### config.mk
export PLATFORM = sky130hd
export DESIGN_NAME = iq_fetch_ctrl
export DESIGN_NICKNAME = d
export VERILOG_FILES = /design/src/rtl/iq_fetch_ctrl_pkg.sv /design/src/rtl/iq_fetch_ctrl_credit_calc.sv /design/src/rtl/iq_fetch_ctrl.sv
export SDC_FILE = /design/constraint.sdc
export NUM_CORES = 1
export LEC_CHECK = 0
export BUFFER_PORTS_ARGS = -buffer_cell sky130_fd_sc_hd__buf_2
export CAP_MARGIN = 20
export CORE_AREA = 2 2 39 41
export CTS_CLUSTER_SIZE = 8
export DETAILED_ROUTE_END_ITERATION = 10
export DIE_AREA = 0 0 41 43
export PLACE_DENSITY = 0.52
export SLEW_MARGIN = 20
export SYNTH_ARGS = -nofsm -noshare
export SYNTH_HDL_FRONTEND = slang
export SYNTH_SLANG_ARGS = --single-unit
### constraint.sdc
create_clock -name clk -period 4.05 [get_ports clk]
set_input_delay 0.81 -clock clk [delete_from_list [all_inputs] [get_ports clk]]
set_output_delay 0.81 -clock clk [all_outputs]
set_load 0.005 [all_outputs]
### src/rtl/iq_fetch_ctrl_pkg.sv
// Shared state encodings and default sizing for the IQ fetch controller.
// Defaults track the instruction-queue capacity and fetch width.
package iq_fetch_ctrl_pkg;

  localparam int unsigned IQ_FC_IQ_CAP      = 16;
  localparam int unsigned IQ_FC_FETCH_WIDTH = 4;
  localparam int unsigned IQ_FC_MAX_OUT     = 2;

  typedef enum logic [1:0] {
    IQ_FC_RUN   = 2'd0,
    IQ_FC_FLUSH = 2'd1,
    IQ_FC_DRAIN = 2'd2
  } iq_fc_state_e;

endpackage

### src/rtl/iq_fetch_ctrl_credit_calc.sv
// Combinational IQ credit check: free slots after reserving worst-case
// returns for every in-flight fetch, plus the outstanding-limit check.
module iq_credit_calc
  import iq_fetch_ctrl_pkg::*;
#(
  parameter int unsigned IQ_CAP      = IQ_FC_IQ_CAP,
  parameter int unsigned FETCH_WIDTH = IQ_FC_FETCH_WIDTH,
  parameter int unsigned MAX_OUT     = IQ_FC_MAX_OUT,
  parameter int unsigned NW          = $clog2(IQ_CAP) + 1,
  parameter int unsigned OW          = $clog2(MAX_OUT) + 1
) (
  input  logic [NW-1:0] iq_number_i,
  input  logic [OW-1:0] outstanding_i,
  output logic          credit_ok_o,
  output logic          slot_ok_o
);

  // Two spare bits: one for sign, one so the most negative result fits.
  localparam int FW = $clog2(IQ_CAP + FETCH_WIDTH * MAX_OUT) + 2;
  localparam logic signed [FW-1:0] C_TOP = FW'(IQ_CAP - 1);
  localparam logic signed [FW-1:0] C_FW  = FW'(FETCH_WIDTH);

  logic signed [FW-1:0] w_num;
  logic signed [FW-1:0] w_rsv;
  logic signed [FW-1:0] w_free;

  assign w_num  = FW'(iq_number_i);
  assign w_rsv  = FW'(FETCH_WIDTH * outstanding_i);
  assign w_free = C_TOP - w_num - w_rsv;

  assign credit_ok_o = (w_free >= C_FW);
  assign slot_ok_o   = (outstanding_i < OW'(MAX_OUT));

endmodule

### src/rtl/iq_fetch_ctrl.sv
// Credit-based fetch throttle and flush-recovery sequencer for the decode IQ.
// Optional IQ_FETCH_PERF_EN adds stall/drop performance counters.
module iq_fetch_ctrl
  import iq_fetch_ctrl_pkg::*;
#(
  parameter int unsigned IQ_CAP      = IQ_FC_IQ_CAP,
  parameter int unsigned FETCH_WIDTH = IQ_FC_FETCH_WIDTH,
  parameter int unsigned MAX_OUT     = IQ_FC_MAX_OUT
) (
  input  logic                       clk,
  input  logic                       rst,
  input  logic                       flush_i,
  output logic                       fetch_req_o,
  input  logic                       fetch_ready_i,
  input  logic                       resp_valid_i,
  input  logic [$clog2(IQ_CAP):0]    iq_number_i,
  output logic                       iq_valid_o,
  output logic                       iq_flush_o,
  output logic [1:0]                 state_o,
  output logic [$clog2(MAX_OUT):0]   outstanding_o,
  output logic                       err_o
`ifdef IQ_FETCH_PERF_EN
  ,
  output logic [31:0]                perf_stall_o,
  output logic [31:0]                perf_drop_o
`endif
);

  localparam int unsigned NW = $clog2(IQ_CAP) + 1;
  localparam int unsigned OW = $clog2(MAX_OUT) + 1;

  iq_fc_state_e  r_state, w_state_nxt;
  logic [OW-1:0] r_out, w_out_nxt;
  logic          r_err, r_iq_flush;
  logic          w_run, w_credit_ok, w_slot_ok, w_accept, w_resp_ok, w_resp_err;

  iq_credit_calc #(
    .IQ_CAP      (IQ_CAP),
    .FETCH_WIDTH (FETCH_WIDTH),
    .MAX_OUT     (MAX_OUT),
    .NW          (NW),
    .OW          (OW)
  ) u_credit (
    .iq_number_i   (iq_number_i),
    .outstanding_i (r_out),
    .credit_ok_o   (w_credit_ok),
    .slot_ok_o     (w_slot_ok)
  );

  assign w_run       = (r_state == IQ_FC_RUN) && !flush_i && !rst;
  assign fetch_req_o = w_run && w_slot_ok && w_credit_ok;
  assign w_accept    = fetch_req_o && fetch_ready_i;
  assign w_resp_ok   = resp_valid_i && (r_out != '0);
  assign w_resp_err  = resp_valid_i && (r_out == '0);
  assign iq_valid_o  = w_run && w_resp_ok;

  // Stale responses in FLUSH/DRAIN still retire their credit here.
  always_comb begin
    w_out_nxt = r_out;
    case ({w_accept, w_resp_ok})
      2'b10:   w_out_nxt = r_out + OW'(1);
      2'b01:   w_out_nxt = r_out - OW'(1);
      default: w_out_nxt = r_out;
    endcase
  end

  always_comb begin
    w_state_nxt = r_state;
    case (r_state)
      IQ_FC_RUN:   if (flush_i) w_state_nxt = IQ_FC_FLUSH;
      IQ_FC_FLUSH: begin
        if (flush_i)               w_state_nxt = IQ_FC_FLUSH;
        else if (w_out_nxt != '0)  w_state_nxt = IQ_FC_DRAIN;
        else                       w_state_nxt = IQ_FC_RUN;
      end
      IQ_FC_DRAIN: begin
        if (flush_i)               w_state_nxt = IQ_FC_FLUSH;
        else if (w_out_nxt == '0)  w_state_nxt = IQ_FC_RUN;
      end
      default:                     w_state_nxt = IQ_FC_RUN;
    endcase
  end

  always_ff @(posedge clk) begin
    if (rst) begin
      r_state    <= IQ_FC_RUN;
      r_out      <= '0;
      r_err      <= 1'b0;
      r_iq_flush <= 1'b0;
    end else begin
      r_state    <= w_state_nxt;
      r_out      <= w_out_nxt;
      r_err      <= r_err | w_resp_err;
      r_iq_flush <= flush_i;
    end
  end

  assign state_o       = r_state;
  assign outstanding_o = r_out;
  assign err_o         = r_err;
  assign iq_flush_o    = r_iq_flush;

`ifdef IQ_FETCH_PERF_EN
  logic [31:0] r_perf_stall, r_perf_drop;

  always_ff @(posedge clk) begin
    if (rst) begin
      r_perf_stall <= '0;
      r_perf_drop  <= '0;
    end else begin
      if (w_run && w_slot_ok && !w_credit_ok) r_perf_stall <= r_perf_stall + 32'd1;
      if (resp_valid_i && !iq_valid_o)        r_perf_drop  <= r_perf_drop + 32'd1;
    end
  end

  assign perf_stall_o = r_perf_stall;
  assign perf_drop_o  = r_perf_drop;
`endif

endmodule

==> results of run 1 <==
==> how the worst max path moves through the flow <==
stage | end
floorplan | state_o[1]
global placement | fetch_req_o
detailed placement | state_o[1]
CTS | fetch_req_o
global route | fetch_req_o
finish | fetch_req_o
==> power breakdown <==
group / switching, W / leakage (nW) / internal [W]
registers: 0.00000549 / 0.0493 / 0.0000636
logic: 0.0000170 / 0.174 / 0.0000185
clock network: 0.0000190 / 0.0138 / 0.0000333
total: 0.0000415 / 0.237 / 0.000115
==> logic make-up (layout without fill, tap and decap cells) <==
group / count (synthesis) / in the layout / synth area share (%)
and+or+nand+nor: 17 / 17 / 28.0
DFF: 6 / 6 / 31.6
adders and majority gates: 5 / 5 / 18.4
xor gates and xnor gates: 2 / 2 / 4.61
AOI/OAI and AO/OA: 7 / 7 / 12.5
buffers and inverters: 5 / 23 / 4.93
==> per-stage QoR <==
step / cells / setup WS, ns / total power [W]
floorplan: 42 / 1.09 / 0.0000919
CTS: 76 / 0.802 / 0.000160
global route: 76 / 0.699 / 0.000169
detailed placement: 73 / 0.800 / 0.000106
global placement: 73 / 0.792 / 0.000105
finish: 76 / 0.814 / 0.000157
==> layout make-up <==
class	count	share of cell area, %
Tap cell	16	4.02
Multi-Input combinational cell	31	48.5
Timing Repair Buffer	15	15.1
Inverter	5	3.77
Sequential cell	6	24.1
Clock buffer	3	4.52
==> worst max-delay path, stage by stage <==
cell and delay, ns:
buf_2 0.10, ha_1 0.21, fa_1 0.36, inv_1 0.06
ha_1 0.22, nor4bb_1 0.24, o21ai_0 0.15, and3_1 0.16
buf_2 0.12
==> per-layer routing <==
metal	vias to the layer above	track usage, %
li1	187	-
met4	0	2.00
met2	9	14.1
met5	-	0
met3	0	4.71
met1	158	10.6
==> cell usage after synthesis <==
master | count | area share, %
or4_1 | 1 | 2.0
nand3b_1 | 1 | 2.0
and2_1 | 1 | 1.6
and3_1 | 1 | 1.6
a21boi_0 | 1 | 2.0
inv_1 | 5 | 4.9
nor4_1 | 1 | 1.6
fa_1 | 1 | 5.3
or3_1 | 1 | 1.6
xor2_1 | 1 | 2.3
dfxtp_1 | 6 | 32
nor2_1 | 4 | 3.9
a21oi_1 | 2 | 2.6
nor4bb_1 | 2 | 5.3
xnor2_1 | 1 | 2.3
nor2b_1 | 4 | 6.6
o21ai_0 | 3 | 3.9
a221oi_2 | 1 | 3.9
ha_1 | 4 | 13
nand4_1 | 1 | 1.6
==> flip-flops by register name, summed over array words and instances, names as in the netlist <==
register       cells
outstanding_o      2
err_o              1
state_o            2
iq_flush_o         1
==> flow_metrics.py, run 1 <==
metrics = {
    "outcome": {
        "status": "complete, no violations",
    },
    "floorplan": {
        "rows": 14,
        "coreArea_um2": 1380,
        "boundaryPins": 18,
        "fp.dieW_um": 41,
        "die_area_um2": 1760,
        "initial_core_util_pct": 27.5,
        "die_y_um": 43,
    },
    "critical_path": {
        "reg2reg_slack_ns": 1.33,
        "endpoint_kind": "output port",
        "crit_path_max_fanout": 2,
        "cp-start-kind": "primary input",
        "crit_start": "iq_number_i[2]",
        "cp_data_required_time_ns": 3.24,
        "path_class": "in -> out",
        "r2r-end": "state_o[1]",
        "r2r-start": "outstanding_o[0]",
        "r2r_cells": 11,
        "arrival_ns": 2.43,
    },
    "timing": {
        "worst_pin_slew_ns": 0.406,
        "hold_violations": 0,
        "post-route-period-util_pct": 79.9,
        "skew_ns": 0.00369,
        "rsz0062_at_grt": "no",
        "slew_headroom_pct": 72.7,
        "hold_ws_ns": 0.465,
        "slew_viol_final": 0,
        "fmax_mhz": 309,
        "period_needed_ns": 3.24,
        "fin_setup_tns_ns": 0,
        "setup_viol_count_final": 0,
    },
    "cells_and_area": {
        "multiInputGateArea_um2": 241,
        "utilization_pct": 36.0,
        "drive_above_1_share_pct": 31.7,
        "antennaDiodeCount": 0,
        "regArea_um2": 120,
        "layout_common_cells": "15 x buf_2, 6 x dfxtp_1, 5 x inv_1",
        "fillers": 156,
        "layout_commonest_cell": "buf_2",
        "area_delta_synth_final_pct": 30.9,
        "num-nets-final": 77,
        "postLayoutCellArea_um2": 498,
    },
    "clock_tree": {
        "clkTransAtPathRegs_ns": 0.04,
        "h-tree-depth": 1,
        "cts_inserted_buffers": 3,
        "cts_tree": "built",
        "postCtsSetupBuffers": 0,
        "insertion_delay_ns": 0.24,
        "post_cts_resized": 0,
        "clockBufferDepth": 2,
        "cts.sinks": 6,
        "cts-root-buf": "clkbuf_4",
        "holdBufCountCts": 0,
    },
    "drt": {
        "wl_per_cell_um": 9.34,
        "drt-initial-drc-count": 6,
        "dr_wl_met2_um": 352,
        "highest_layer": "met3",
        "drc": 0,
        "antenna_left": 0,
        "met1Wirelength_um": 324,
        "firstDrtPassIters": 3,
        "vias_per_cell": 4.66,
        "wl_met3_um": 33,
        "drt-total-wl_um": 710,
        "vias": 354,
    },
    "placement": {
        "routabilityCongestion": 0.721,
        "placed_area_um2": 475,
        "io_buffers": 15,
        "hpwlAfterDp_um": 599,
    },
    "flow_run": {
        "maxCapViolations": 0,
    },
    "power_and_ir_drop": {
        "ir_drop_mv": 0.166,
        "power_leakage_nw": 0.237,
        "pwr_density_cell_nw_per_um2": 315,
    },
    "yosys": {
        "yosys_warnings": 0,
        "synth-seq-area-share_pct": 31.6,
        "synth.cell_area_um2": 380,
        "postSynthAreaPerCell_um2": 9.06,
        "ys_ff_latch": 6,
        "syn-num-nets": 57,
        "synthCells": 42,
        "yosysUniqueCellTypes": 20,
    },
    "global_route": {
        "antenna_found_initial": 0,
        "grt.total_usage_pct": 9.04,
        "grt_overflow_total": 0,
        "grt_pass1_wl_mm": 1.10,
        "grt_pass1_vias": 292,
        "grt_max_degree": 9,
    },
    "min_path": {
        "min_path_type": "reg -> reg",
        "min_from": "err_o",
        "holdPathStages": 2,
        "min_to": "err_o",
    },
}
Note: power is estimated with default switching activity, not from simulation.
==> run 2: changes to the inputs <==
clock period = 3 ns   (was 4.05 ns; I/O delays follow)
==> run 2 against run 1 <==
Against the previous run: critical path depth is the same; routed wire length grew 8.7%; count of clock-buffer cells in the layout is the same; clock skew shrank 0.0021 ns; final area grew 5.8%; largest power group unchanged; highest routed layer unchanged.
==> flow_metrics.py, run 2 (synthesis gave the netlist of run 1 again) <==
metrics = {
    "drt": {
        "drc": 0,
        "vias": 365,
        "wl_per_cell_um": 9.77,
        "antenna_left": 0,
        "drt-initial-drc-count": 5,
        "vias_per_cell": 4.62,
        "drt-total-wl_um": 772,
        "firstDrtPassIters": 4,
    },
    "cells_and_area": {
        "layout_common_cells": "15 x buf_2, 6 x dfxtp_1, 5 x inv_1",
        "drive_above_1_share_pct": 36.5,
        "num-nets-final": 80,
        "layout_commonest_cell": "buf_2",
        "area_delta_synth_final_pct": 38.5,
        "antennaDiodeCount": 0,
        "final_cells": 79,
    },
    "critical_path": {
        "path_delay_family": "adder cells",
        "crit_path_max_fanout": 2,
        "arrival_ns": 2.21,
        "crit_start": "iq_number_i[2]",
        "path_buf_inv": 3,
        "r2r-start": "outstanding_o[0]",
        "cp-start-kind": "primary input",
        "worstPathCellList": "buf_2, ha_1, fa_1, inv_1, ha_1, nor4bb_2, o21ai_0, and3_1, buf_2",
        "reg2reg_slack_ns": 0.42,
        "crit_slowest_cell": "fa_1",
        "cp.depth": 9,
        "r2r_cells": 11,
        "r2r-end": "state_o[1]",
        "endpoint_kind": "output port",
        "cp_data_required_time_ns": 2.40,
        "endpoint": "fetch_req_o",
        "path_class": "in -> out",
        "slowest_delay_ns": 0.36,
    },
    "timing": {
        "slew_viol_final": 0,
        "hold_violations": 0,
        "rsz0062_at_grt": "no",
        "post-route-period-util_pct": 93.6,
        "fin_setup_tns_ns": 0,
        "skew_ns": 0.00155,
        "setup_viol_count_final": 0,
        "slew_headroom_pct": 72.6,
        "fmax_mhz": 356,
        "period_needed_ns": 2.81,
        "worst_pin_slew_ns": 0.407,
    },
    "power_and_ir_drop": {
        "p_clk_share_pct": 34.4,
        "pwr-share-comb_pct": 25.9,
        "power_leakage_nw": 0.253,
        "pwr-share-seq_pct": 39.7,
        "internal_power_w": 0.000162,
        "ir_drop_mv": 0.193,
        "pwr_density_cell_nw_per_um2": 431,
        "switching_share_pct": 28.4,
        "power.switching_w": 0.0000644,
    },
    "floorplan": {
        "die_area_um2": 1760,
        "coreArea_um2": 1380,
        "die_y_um": 43,
        "boundaryPins": 18,
        "fp.dieW_um": 41,
        "rows": 14,
        "initial_core_util_pct": 27.5,
    },
    "global_route": {
        "antenna_found_initial": 0,
        "grt_overflow_total": 0,
        "grt.total_usage_pct": 10.4,
        "grt_use_met3_pct": 3.14,
        "busiest_layer": "met2",
        "globalRouteMet1Util_pct": 13.2,
        "grt_pass1_vias": 320,
        "grt_pass1_wl_mm": 1.28,
        "grt_max_degree": 9,
        "use_met2_pct": 15.9,
    },
    "clock_tree": {
        "postCtsSetupBuffers": 0,
        "cts_inserted_buffers": 3,
        "h-tree-depth": 1,
        "insertion_delay_ns": 0.24,
        "clockBufferDepth": 2,
        "cts.sinks": 6,
        "cts-root-buf": "clkbuf_4",
        "clkTransAtPathRegs_ns": 0.05,
        "post_cts_resized": 0,
        "cts_tree": "built",
        "holdBufCountCts": 0,
    },
    "placement": {
        "dp_cells": 76,
        "routabilityCongestion": 0.746,
        "hpwlAfterDp_um": 620,
        "io_buffers": 15,
    },
    "outcome": {
        "status": "complete, no violations",
    },
    "flow_run": {
        "maxCapViolations": 0,
    },
    "min_path": {
        "min_path_type": "reg -> reg",
    },
}
==> run 2: changes by cell type in the layout (fill, tap and decap cells not counted), sizes merged <==
cell  before  now
buf       15   18
==> run 2: layer usage <==
metal / up-vias / wire [µm]
met5: - / 0
met4: 0 / 0
met3: 0 / 35
met2: 9 / 373
met1: 165 / 362
li1: 191 / -
==> run 2: power by group through the flow <==
stage               logic [W]  registers, W  clock network (W)
floorplan           0.0000299     0.0000942                  0
global route        0.0000678     0.0000908          0.0000831
finish              0.0000588     0.0000901          0.0000780
detailed placement  0.0000575     0.0000920                  0
CTS                 0.0000583     0.0000903          0.0000784
global placement    0.0000576     0.0000918                  0
==> run 2: layout make-up <==
type	instances	area [µm²]
sequential	6	120
timing repair buffer	18	97.6
fill	146	857
inverter	5	18.8
multi-input combinational	31	248
tap	16	20.0
clock buffer	3	22.5
==> run 2: worst reg2reg max path: cells and delay by family, from the launching register on <==
family | cells | cell delay, ns
AND/OR/NAND/NOR | 4 | 0.82
adder cells (fa/ha/maj) | 4 | 0.99
AO/OA/AOI/OAI | 2 | 0.30
flip-flops | 1 | 0.32
buffers and inverters | 1 | 0.07
==> run 2: how the worst min path moves through the flow <==
stage	end	start	cells after the start	slack, ns
finish	err_o	err_o	2	0.46
global route	err_o	err_o	2	0.51
CTS	err_o	err_o	2	0.47
global placement	err_o	err_o	2	0.45
detailed placement	err_o	err_o	2	0.46
floorplan	err_o	err_o	2	0.46
==> run 2: per-stage QoR <==
| stage | area (µm²) | setup WS (ns) | utilization [%] | total power [W] | hold WS, ns |
|---|---|---|---|---|---|
| floorplan | 380 | 0.246 | - | 0.000124 | 0.460 |
| detailed placement | 498 | 0.0200 | 36.0 | 0.000149 | 0.456 |
| CTS | 520 | 0.163 | 37.6 | 0.000227 | 0.467 |
| global route | 527 | 0.0434 | 38.1 | 0.000242 | 0.510 |
| global placement | 498 | 0.00400 | 36.0 | 0.000149 | 0.451 |
| finish | 527 | 0.193 | 38.1 | 0.000227 | 0.462 |
==> run 3: changes to the inputs <==
CTS_CLUSTER_SIZE = 12   (was 8)
PLACE_DENSITY = not set   (was 0.52)
==> run 3 against run 2 <==
Against the previous run: clock skew shrank 0.00051 ns; largest cell class unchanged; critical path depth is the same; register-to-register slack lost 0.02 ns; core utilization grew 0.54 points.
==> flow_metrics.py, run 3 (synthesis gave the netlist of run 1 again) <==
metrics = {
    "timing": {
        "slew_viol_final": 0,
        "fmax_mhz": 354,
        "hold_violations": 0,
        "setup_viol_count_final": 0,
        "worst_pin_slew_ns": 0.385,
        "rsz0062_at_grt": "no",
        "fin_ws_ns": 0.172,
        "period_needed_ns": 2.83,
        "fin_setup_tns_ns": 0,
        "post-route-period-util_pct": 94.3,
        "hold_ws_ns": 0.468,
        "skew_ns": 0.00103,
        "slew_headroom_pct": 74.1,
    },
    "floorplan": {
        "fp.dieW_um": 41,
        "coreArea_um2": 1380,
        "rows": 14,
        "initial_core_util_pct": 27.5,
        "boundaryPins": 18,
        "die_y_um": 43,
        "die_area_um2": 1760,
    },
    "global_route": {
        "grt_overflow_total": 0,
        "grt_max_degree": 9,
        "antenna_found_initial": 0,
        "grt_pass1_vias": 318,
        "grt.total_usage_pct": 10.0,
        "grt_pass1_wl_mm": 1.19,
    },
    "clock_tree": {
        "h-tree-depth": 1,
        "cts.sinks": 6,
        "cts_tree": "built",
        "cts_inserted_buffers": 3,
        "clkTransAtPathRegs_ns": 0.04,
        "clockBufferDepth": 2,
        "cts-root-buf": "clkbuf_4",
        "insertion_delay_ns": 0.24,
        "holdBufCountCts": 0,
    },
    "placement": {
        "dp_cells": 77,
        "io_buffers": 15,
        "routabilityCongestion": 0.664,
        "hpwlAfterDp_um": 628,
        "post-place-ws_ns": -0.0845,
    },
    "critical_path": {
        "crit_start": "iq_number_i[2]",
        "endpoint_kind": "output port",
        "cp_data_required_time_ns": 2.40,
        "r2r-start": "outstanding_o[0]",
        "cp-start-kind": "primary input",
        "reg2reg_slack_ns": 0.40,
        "r2r_cells": 11,
        "r2r-end": "state_o[1]",
        "crit_path_max_fanout": 2,
        "path_class": "in -> out",
        "arrival_ns": 2.23,
        "endpoint": "fetch_req_o",
    },
    "cells_and_area": {
        "layout_commonest_cell": "buf_2",
        "fillers": 144,
        "num-nets-final": 81,
        "final_cells": 80,
        "layout_common_cells": "15 x buf_2, 6 x dfxtp_1, 5 x inv_1",
        "area_delta_synth_final_pct": 40.5,
        "antennaDiodeCount": 0,
        "drive_above_1_share_pct": 37.5,
    },
    "min_path": {
        "min_path_type": "reg -> reg",
    },
    "drt": {
        "drt-total-wl_um": 758,
        "vias_per_cell": 4.51,
        "drc": 0,
        "wl_per_cell_um": 9.48,
        "vias": 361,
        "drt-initial-drc-count": 9,
        "firstDrtPassIters": 3,
        "antenna_left": 0,
    },
    "power_and_ir_drop": {
        "pwr_density_cell_nw_per_um2": 418,
        "power_leakage_nw": 0.258,
        "ir_drop_mv": 0.171,
        "finalPower_w": 0.000223,
    },
    "flow_run": {
        "maxCapViolations": 0,
    },
    "outcome": {
        "status": "complete, no violations",
    },
}
==> run 3: area by class of cell <==
type	count	area (µm²)	share of cell area (%)
timing repair buffer	19	105	19.7
sequential	6	120	22.5
inverter	5	18.8	3.51
clock buffer	3	22.5	4.22
multi-input combinational	31	248	46.4
tap	16	20.0	3.75
==> run 3: repair_timing <==
item	4_1_cts	5_1_grt
buffers inserted	0	0
endpoints found under the setup margin	0	2
hold endpoints to repair	0	0
gates resized for setup	0	2
==> run 3: worst min-delay path by stage <==
stage | cells past startpoint | startpoint | end | slack, ns
after floorplan | 2 | err_o | err_o | 0.46
after global placement | 2 | err_o | err_o | 0.45
after detailed placement | 2 | err_o | err_o | 0.47
after CTS | 2 | err_o | err_o | 0.48
after global routing | 2 | err_o | err_o | 0.53
final | 2 | err_o | err_o | 0.47
==> run 3: critical path, cell delays in order <==
cell      delay, ns
buf_2          0.10
ha_1           0.21
fa_1           0.36
inv_1          0.06
ha_1           0.22
nor4bb_2       0.27
o21ai_1        0.12
and3_1         0.15
buf_2          0.12
==> run 3: routing by layer <==
layer / wire length [µm] / vias to the layer above / track usage [%]
li1: - / 192 / -
met1: 367 / 160 / 12.5
met2: 340 / 9 / 14.4
met3: 50 / 0 / 6.28
met4: 0 / 0 / 2.00
met5: 0 / - / 0
==> run 3: metrics by stage <==
stage / instance area (µm²) / util (%)
final: 534 / 38.6
after floorplan: 380 / -
after detailed placement: 505 / 36.5
after global placement: 505 / 36.5
after global routing: 534 / 38.6
after CTS: 528 / 38.2
==> run 3: report_power, final <==
| group | switching [W] | internal, W |
|---|---|---|
| logic | 0.0000284 | 0.0000327 |
| registers | 0.00000411 | 0.0000858 |
| clock network | 0.0000272 | 0.0000451 |
